==> src/rtl/alu_op_sequencer.sv <==
// Issue stage for the 256-bit bit-manipulation ALU: buffers requests in a small FIFO,
// issues one at a time, waits out the ALU latency and presents each result downstream.
module alu_op_sequencer #(
    parameter int DATA_WIDTH  = 256,
    parameter int FIFO_DEPTH  = 4,
    parameter int ALU_LATENCY = 1
) (
    input  logic                              clk,
    input  logic                              rst_n,
    input  logic                              in_valid,
    output logic                              in_ready,
    input  logic [2:0]                        in_opcode,
    input  logic [DATA_WIDTH-1:0]             in_a,
    input  logic [DATA_WIDTH-1:0]             in_b,
    output logic [2:0]                        alu_opcode,
    output logic [DATA_WIDTH-1:0]             alu_a,
    output logic [DATA_WIDTH-1:0]             alu_b,
    input  logic [DATA_WIDTH-1:0]             alu_result,
    output logic                              res_valid,
    input  logic                              res_ready,
    output logic [DATA_WIDTH-1:0]             res_data,
    output logic [2:0]                        res_opcode,
    output logic                              res_err,
    output logic [$clog2(FIFO_DEPTH+1)-1:0]   fifo_count
);

    localparam int PTR_W   = $clog2(FIFO_DEPTH);
    localparam int CNT_W   = $clog2(FIFO_DEPTH + 1);
    localparam int WAIT_W  = $clog2(ALU_LATENCY + 1);
    localparam int ENTRY_W = 3 + 2 * DATA_WIDTH;

    typedef enum logic [1:0] {
        S_IDLE,
        S_WAIT,
        S_HOLD
    } state_t;

    state_t                  state_reg, state_next;
    logic [WAIT_W-1:0]       wait_reg, wait_next;
    logic [PTR_W-1:0]        rd_ptr_reg, rd_ptr_next;
    logic [PTR_W-1:0]        wr_ptr_reg, wr_ptr_next;
    logic [CNT_W-1:0]        count_reg, count_next;
    logic [2:0]              alu_opcode_reg, alu_opcode_next;
    logic [DATA_WIDTH-1:0]   alu_a_reg, alu_a_next;
    logic [DATA_WIDTH-1:0]   alu_b_reg, alu_b_next;
    logic                    res_valid_reg, res_valid_next;
    logic [DATA_WIDTH-1:0]   res_data_reg, res_data_next;
    logic [2:0]              res_opcode_reg, res_opcode_next;
    logic                    res_err_reg, res_err_next;

    logic                    push;
    logic                    pop;
    logic [ENTRY_W-1:0]      entry_q [FIFO_DEPTH];
    logic [ENTRY_W-1:0]      head;
    logic [2:0]              head_op;
    logic [DATA_WIDTH-1:0]   head_a;
    logic [DATA_WIDTH-1:0]   head_b;

    // Ready comes only from the registered count, never from the pop path.
    assign in_ready = (count_reg != CNT_W'(FIFO_DEPTH));
    assign push     = in_valid && in_ready;

    genvar gi;
    generate
        for (gi = 0; gi < FIFO_DEPTH; gi++) begin : g_entry
            logic [ENTRY_W-1:0] entry_reg;
            always_ff @(posedge clk) begin
                if (push && (wr_ptr_reg == PTR_W'(gi))) begin
                    entry_reg <= {in_opcode, in_a, in_b};
                end
            end
            assign entry_q[gi] = entry_reg;
        end
    endgenerate

    assign head    = entry_q[rd_ptr_reg];
    assign head_op = head[ENTRY_W-1 -: 3];
    assign head_a  = head[2*DATA_WIDTH-1 -: DATA_WIDTH];
    assign head_b  = head[DATA_WIDTH-1:0];

    always_comb begin
        rd_ptr_next = pop  ? rd_ptr_reg + PTR_W'(1) : rd_ptr_reg;
        wr_ptr_next = push ? wr_ptr_reg + PTR_W'(1) : wr_ptr_reg;
        count_next  = count_reg;
        case ({push, pop})
            2'b10:   count_next = count_reg + CNT_W'(1);
            2'b01:   count_next = count_reg - CNT_W'(1);
            default: count_next = count_reg;
        endcase
    end

    always_comb begin
        state_next      = state_reg;
        wait_next       = wait_reg;
        alu_opcode_next = alu_opcode_reg;
        alu_a_next      = alu_a_reg;
        alu_b_next      = alu_b_reg;
        res_valid_next  = res_valid_reg;
        res_data_next   = res_data_reg;
        res_opcode_next = res_opcode_reg;
        res_err_next    = res_err_reg;
        pop             = 1'b0;

        case (state_reg)
            S_IDLE: begin
                if (count_reg != '0) begin
                    pop = 1'b1;
                end
            end
            S_WAIT: begin
                if (wait_reg != '0) begin
                    wait_next = wait_reg - WAIT_W'(1);
                end else begin
                    res_data_next   = alu_result;
                    res_opcode_next = alu_opcode_reg;
                    res_err_next    = 1'b0;
                    res_valid_next  = 1'b1;
                    state_next      = S_HOLD;
                end
            end
            S_HOLD: begin
                if (res_ready) begin
                    res_valid_next = 1'b0;
                    if (count_reg != '0) begin
                        pop = 1'b1;
                    end else begin
                        state_next = S_IDLE;
                    end
                end
            end
            default: state_next = S_IDLE;
        endcase

        // Shared issue path for IDLE and back-to-back pops from HOLD.
        if (pop) begin
            if (!head_op[2]) begin
                alu_opcode_next = head_op;
                alu_a_next      = head_a;
                alu_b_next      = head_b;
                wait_next       = WAIT_W'(ALU_LATENCY);
                state_next      = S_WAIT;
            end else begin
                res_data_next   = '0;
                res_opcode_next = head_op;
                res_err_next    = 1'b1;
                res_valid_next  = 1'b1;
                state_next      = S_HOLD;
            end
        end
    end

    always_ff @(posedge clk) begin
        if (!rst_n) begin
            state_reg      <= S_IDLE;
            wait_reg       <= '0;
            rd_ptr_reg     <= '0;
            wr_ptr_reg     <= '0;
            count_reg      <= '0;
            alu_opcode_reg <= '0;
            alu_a_reg      <= '0;
            alu_b_reg      <= '0;
            res_valid_reg  <= 1'b0;
            res_data_reg   <= '0;
            res_opcode_reg <= '0;
            res_err_reg    <= 1'b0;
        end else begin
            state_reg      <= state_next;
            wait_reg       <= wait_next;
            rd_ptr_reg     <= rd_ptr_next;
            wr_ptr_reg     <= wr_ptr_next;
            count_reg      <= count_next;
            alu_opcode_reg <= alu_opcode_next;
            alu_a_reg      <= alu_a_next;
            alu_b_reg      <= alu_b_next;
            res_valid_reg  <= res_valid_next;
            res_data_reg   <= res_data_next;
            res_opcode_reg <= res_opcode_next;
            res_err_reg    <= res_err_next;
        end
    end

    assign alu_opcode = alu_opcode_reg;
    assign alu_a      = alu_a_reg;
    assign alu_b      = alu_b_reg;
    assign res_valid  = res_valid_reg;
    assign res_data   = res_data_reg;
    assign res_opcode = res_opcode_reg;
    assign res_err    = res_err_reg;
    assign fifo_count = count_reg;

endmodule

==> config.mk <==
export PLATFORM = sky130hd
export DESIGN_NAME = alu_op_sequencer
export DESIGN_NICKNAME = d
export VERILOG_FILES = /design/src/rtl/alu_op_sequencer.sv
export SDC_FILE = /design/constraint.sdc
export NUM_CORES = 2
export LEC_CHECK = 0
export ABC_AREA = 1
export CAP_MARGIN = 10
export CORE_AREA = 2 2 601 603
export DETAILED_ROUTE_END_ITERATION = 8
export DIE_AREA = 0 0 603 605
export GPL_TIMING_DRIVEN = 0
export HOLD_SLACK_MARGIN = 0.1
export PLACE_DENSITY_LB_ADDON = 0.25
export SKIP_LAST_GASP = 1
export SLEW_MARGIN = 20
export SYNTH_ARGS = -nofsm -noshare
export SYNTH_HDL_FRONTEND = slang
export SYNTH_SLANG_ARGS = --single-unit
==> constraint.sdc <==
create_clock -name clk -period 34.5 [get_ports clk]
set_input_delay 6.9 -clock clk [delete_from_list [all_inputs] [get_ports clk]]
set_output_delay 6.9 -clock clk [all_outputs]
set_load 0.05 [all_outputs]
After elaboration in Yosys (flattened, before gate mapping)

Cells that the tools add are included.

Add/sub/neg operators: 5
$lt $le $gt $ge: 1
Equality and inequality tests: 12
Multiplexer cells: 34
Bitwise logic cells: 2
Reduce and logical (&&, ||, !) cells: 11

Operators by type and width:

| operator                                            | number |
|---|---|
| binary-select mux 515 bit (select 2 bit)            | 1 |
| 2-to-1 mux 515 bit                                  | 2 |
| 2-to-1 mux 256 bit                                  | 4 |
| 2-to-1 mux 1 bit                                    | 14 |
| 2-to-1 mux 3 bit                                    | 4 |
| inequality test 3 bit, second input constant        | 4 |
| 2-to-1 mux 2 bit                                    | 5 |
| equality test 2 bit, second input constant          | 4 |
| equality test 2 x 1 -> 1 bit, second input constant | 3 |
| case mux 2 bit (3 select lines)                     | 1 |
| case mux 3 bit (2 select lines)                     | 1 |
| logical AND 1 bit                                   | 5 |
| adder 2 x 1 -> 2 bit, second input constant         | 2 |
| zero test 2 bit                                     | 2 |
| case mux 1 bit (2 select lines)                     | 2 |
| AND reduction 4 bit                                 | 1 |
| adder 3 x 1 -> 3 bit, second input constant         | 1 |
| >= comparator 3 bit, second input constant          | 1 |
| NOT 2 -> 3 bit                                      | 1 |
| nonzero test 3 bit                                  | 1 |
| subtractor 3 x 1 -> 3 bit, second input constant    | 1 |
| inequality test 2 bit, second input constant        | 1 |
| AND reduction 2 bit                                 | 1 |
| nonzero test 2 bit                                  | 1 |
| other kinds (2)                                     | 2 |

Register bits after elaboration: 2845
Input port bits: 775
Output and inout port bits: 780
Logic and storage cells: 81

Depth between registers and ports, before layout

Depth in word-level cells: 6
Gate-level depth with buffers: 13
Mapped depth without buffers: 13

Worst setup path after synthesis

OpenSTA, ideal clock, no wires.

Path type: input port to flip-flop
Start point: input port in_valid
End point: register g_entry[0].entry_reg[0] (enable)
Library setup time: 1408 ps
Arrival time: 28440 ps
Required time: 33092 ps
Setup slack: 4651 ps
Stages on the path: 2
Buffers on the path: 0
Path through: nand2_1 > nor2_1

Longest elaborated chain between the ends: 2

RTL lines:

| what                 | line | source |
|---|---|---|
| from (decl)          | 10   | `input logic in_valid,` |
| logical AND 1 bit    | 61   | `assign push = in_valid && in_ready;` |
| logical AND 1 bit    | 68   | `if (push && (wr_ptr_reg == PTR_W'(gi))) begin` |
| to (signal assigned) | 69   | `entry_reg <= {in_opcode, in_a, in_b};` |
| to (decl)            | 66   | `logic [ENTRY_W-1:0] entry_reg;` |

No other way between the ends.
A chain may end at the register's enable or synchronous reset.

Final worst setup path

Start point: input port in_valid
End point: register g_entry[2].entry_reg[137] (enable)

Longest elaborated chain between the ends: 2

RTL lines:

| what                 | line |
|---|---|
| logical AND 1 bit    | 61 |
| logical AND 1 bit    | 68 |
| to (signal assigned) | 69 |
| to (decl)            | 66 |

No other way between the ends.

==> metrics <==
status=completed; Core ar.=about 360,000 sq um; layout cells sized above 1=about 8.0%; Post-Synthesis Cell Area=around 110,000 sq um; Post-CTS Resized=0; die area=about 360,000 sq um; number of distinct library cells after synthesis=24; CP required=approximately 35 ns; CTS Buf Count=between 300 and 400; area leader, netlist=edfxtp_1; Final Max Tran Viols=0; WS Path Type=in2reg; Rows=220; Slew HR=between 10 and 15%; syn_area_per_cell=between 10 and 15 sq um; DR vias=between 70,000 and 80,000; Leak=51.04 nW; Layout Skew=0.06023 ns; Routed WL=~440,000 um; slowest stage delay, CP=about 0.64 ns; starting density of the core=slightly below 30%; routed vias/inst=4.741; endpoints failing hold=0; most instantiated library cell after synthesis=nor2_1; register area=77,570 sq um; Synth top cells by count=2,333 x nor2_1, 2,060 x edfxtp_1, 1,057 x nand2_1; reg2reg setup slack=roughly 30 ns; cts hold-fix bufs=0; final core occ=39.69%; Async SR Flop Fraction=0%; post-synthesis compound-gate area fraction=9.147%; number of I/O pins=between 1,500 and 2,000; Worst-path clk slew=0.06 ns; crit-path most repeated cell=buf_12; number of antenna violations at the first check in global routing=about 190; number of enable flip-flop cells after synthesis=between 2,000 and 2,500; Syn Nets=roughly 10,000; Seq cells post-synth=roughly 2,800; Tightest Pin Transition=1.304 ns; sequential area share after synthesis=between 70% and 80%; final setup violation count=0; post-synthesis cell count=roughly 9,500; gr usage total=a little under a quarter; main combinational cell family by area after synthesis=simple AND/OR/NAND/NOR gates; CTS tree=done; final worst slack=around 25 ns; post-route ant nets=0; Nets=about 12,000; Area contributors post-synth=edfxtp_1 58%, dfxtp_1 15%, nor2_1 8.2%, o21ai_0 4.9%, nand2_1 3.7%; Yosys warnings=0; hpwl dp=about 330,000 um; share of the synthesized area in the top cell type=57.99%; post-synthesis mux area share=0%; Primary FF master, synth=edfxtp_1; clock sink count=2,845; Largest register FFs=between 2,000 and 2,500; Synth Area in XOR/XNOR=0%; first-pass GRT wire length=roughly 590,000 um; vias in the first global route=approximately 74,000; Final min period=around 10 ns; RD Place Congestion=around 0.97; Final Cycle Share=between 20 and 30%; Root Buffer=clkbuf_16; IO Port Bufs=roughly 1,600; unrepaired setup endpoints after global routing=no; Die Height=605 um; crit path capture type=register; fill count=around 35,000; FMAX=a little over 0.1 GHz; average wire per cell in the routed design=roughly 26 um; max-cap viol count=0; Post-CTS Setup Bufs=0; pre-CTS WS=~24 ns; CP cell instances=clkdlybuf4s50_1, nand2_1, nor2_4, buf_16, buf_12, buf_16, buf_12, buf_12, buf_12, buf_12, buf_12, buf_16; Worst Path Arrival=slightly above 10 ns; GR Overflow Total=0; clk_lat worst skew=between 0.9 and 1 ns; Pre-antenna DRT Iters=5; H-tree levels=5; clk buf depth=4; DR iter-0 viols=~7,300; Power Dens Cells=roughly 100 nW/um^2; WHS=about 0.5 ns; area occupied by multi-input gates=around 24,000 sq um; Worst Hold Class=reg2reg; Synth Area in Adders=0.1126%; maximum vdd drop=approximately 0.077 mV; Fin Setup TNS=0 ns; Max FO, Critical Path=21; Chip Width=603 um; largest net degree at the start of global routing=23; Syn-to-layout area delta=33.25%; startpoint type of the worst setup path=input pin; Simple-Gate Fraction of Synth Area=about an eighth; Critical Path Slowest Stage Cell=nor2_4; Post-route DRC=0
## path summary, 6_finish.rpt
kind / startpoint / end / depth (start not counted)
worst max-delay path: in_valid / g_entry[2].entry_reg[137] / 12
worst min-delay path: alu_a[74] / alu_a[74] / 4
worst max register to register: fifo_count[1] / g_entry[2].entry_reg[137] / 13
worst min register to register: alu_a[74] / alu_a[74] / 4
## layout by cell type, fill, tap and decap left out, types with 8 or more instances in the layout
cell and n:
buf_16 67, edfxtp_1 2060, clkinv_2 55, clkinv_1 32, a21oi_1 266, inv_1 534, buf_12 62, clkdlybuf4s50_1 1531
inv_6 8, bufinv_16 28, nand2_1 1057, nor2_1 2329, clkbuf_8 31, clkinv_16 8, o22ai_1 514, diode_2 99
ha_1 8, buf_4 22, clkbuf_1 437, clkbuf_16 323, buf_2 220, clkbuf_2 11, clkinvlp_4 8, dfxtp_1 785
nor3_2 40, o21ai_0 1038, nor3_1 216, buf_6 35
## worst max-delay path: cells and delay by family
family | cells | cell delay (ns)
simple gates | 2 | 1.06
buf+inv | 10 | 2.26
## cells by family after synthesis
group,Yosys count
simple gates,3652
fa+ha+maj,9
buf+inv,1167
flops,2845
compound gates,1820
other cells,1
## cell type report
cell class                      count  share of cell area, %
Antenna cell                       99                 0.1743
Buffer                            630                  2.091
Clock buffer                      430                  6.188
Clock inverter                    156                  1.306
Inverter                          537                  1.418
Multi-Input combinational cell   5482                  16.99
Sequential cell                  2845                  54.58
Tap cell                         4773                  4.202
Timing Repair Buffer             1684                  13.05
## through the flow
step | area, sq um | total power (W) | std cells
after floorplan | 106700 | 0.008316 | 9494
after global placement | 128200 | 0.01097 | 15820
after detailed placement | 131300 | 0.01059 | 15950
after CTS | 141900 | 0.01408 | 16540
after global routing | 142000 | 0.01462 | 16600
final | 142100 | 0.01398 | 16640
## report_power, final
part	total, W	leakage (nW)	internal, W	switching, W
Combinational	0.00583	20.5	0.00168	0.00415
Clock	0.00347	5.20	0.00202	0.00145
Sequential	0.00468	25.3	0.00435	0.000327
Total	0.0140	51.0	0.00804	0.00593
## routing by layer
layer / vias to the layer above / global-route usage (%) / wire (um)
met3: 746 / 6.854 / 38480
met2: 3013 / 37.01 / 202000
met1: 38330 / 28.86 / 177000
li1: 36710 / - / -
met4: 70 / 9.441 / 18290
met5: - / 0 / 452
(Power assumes the default switching activity.)
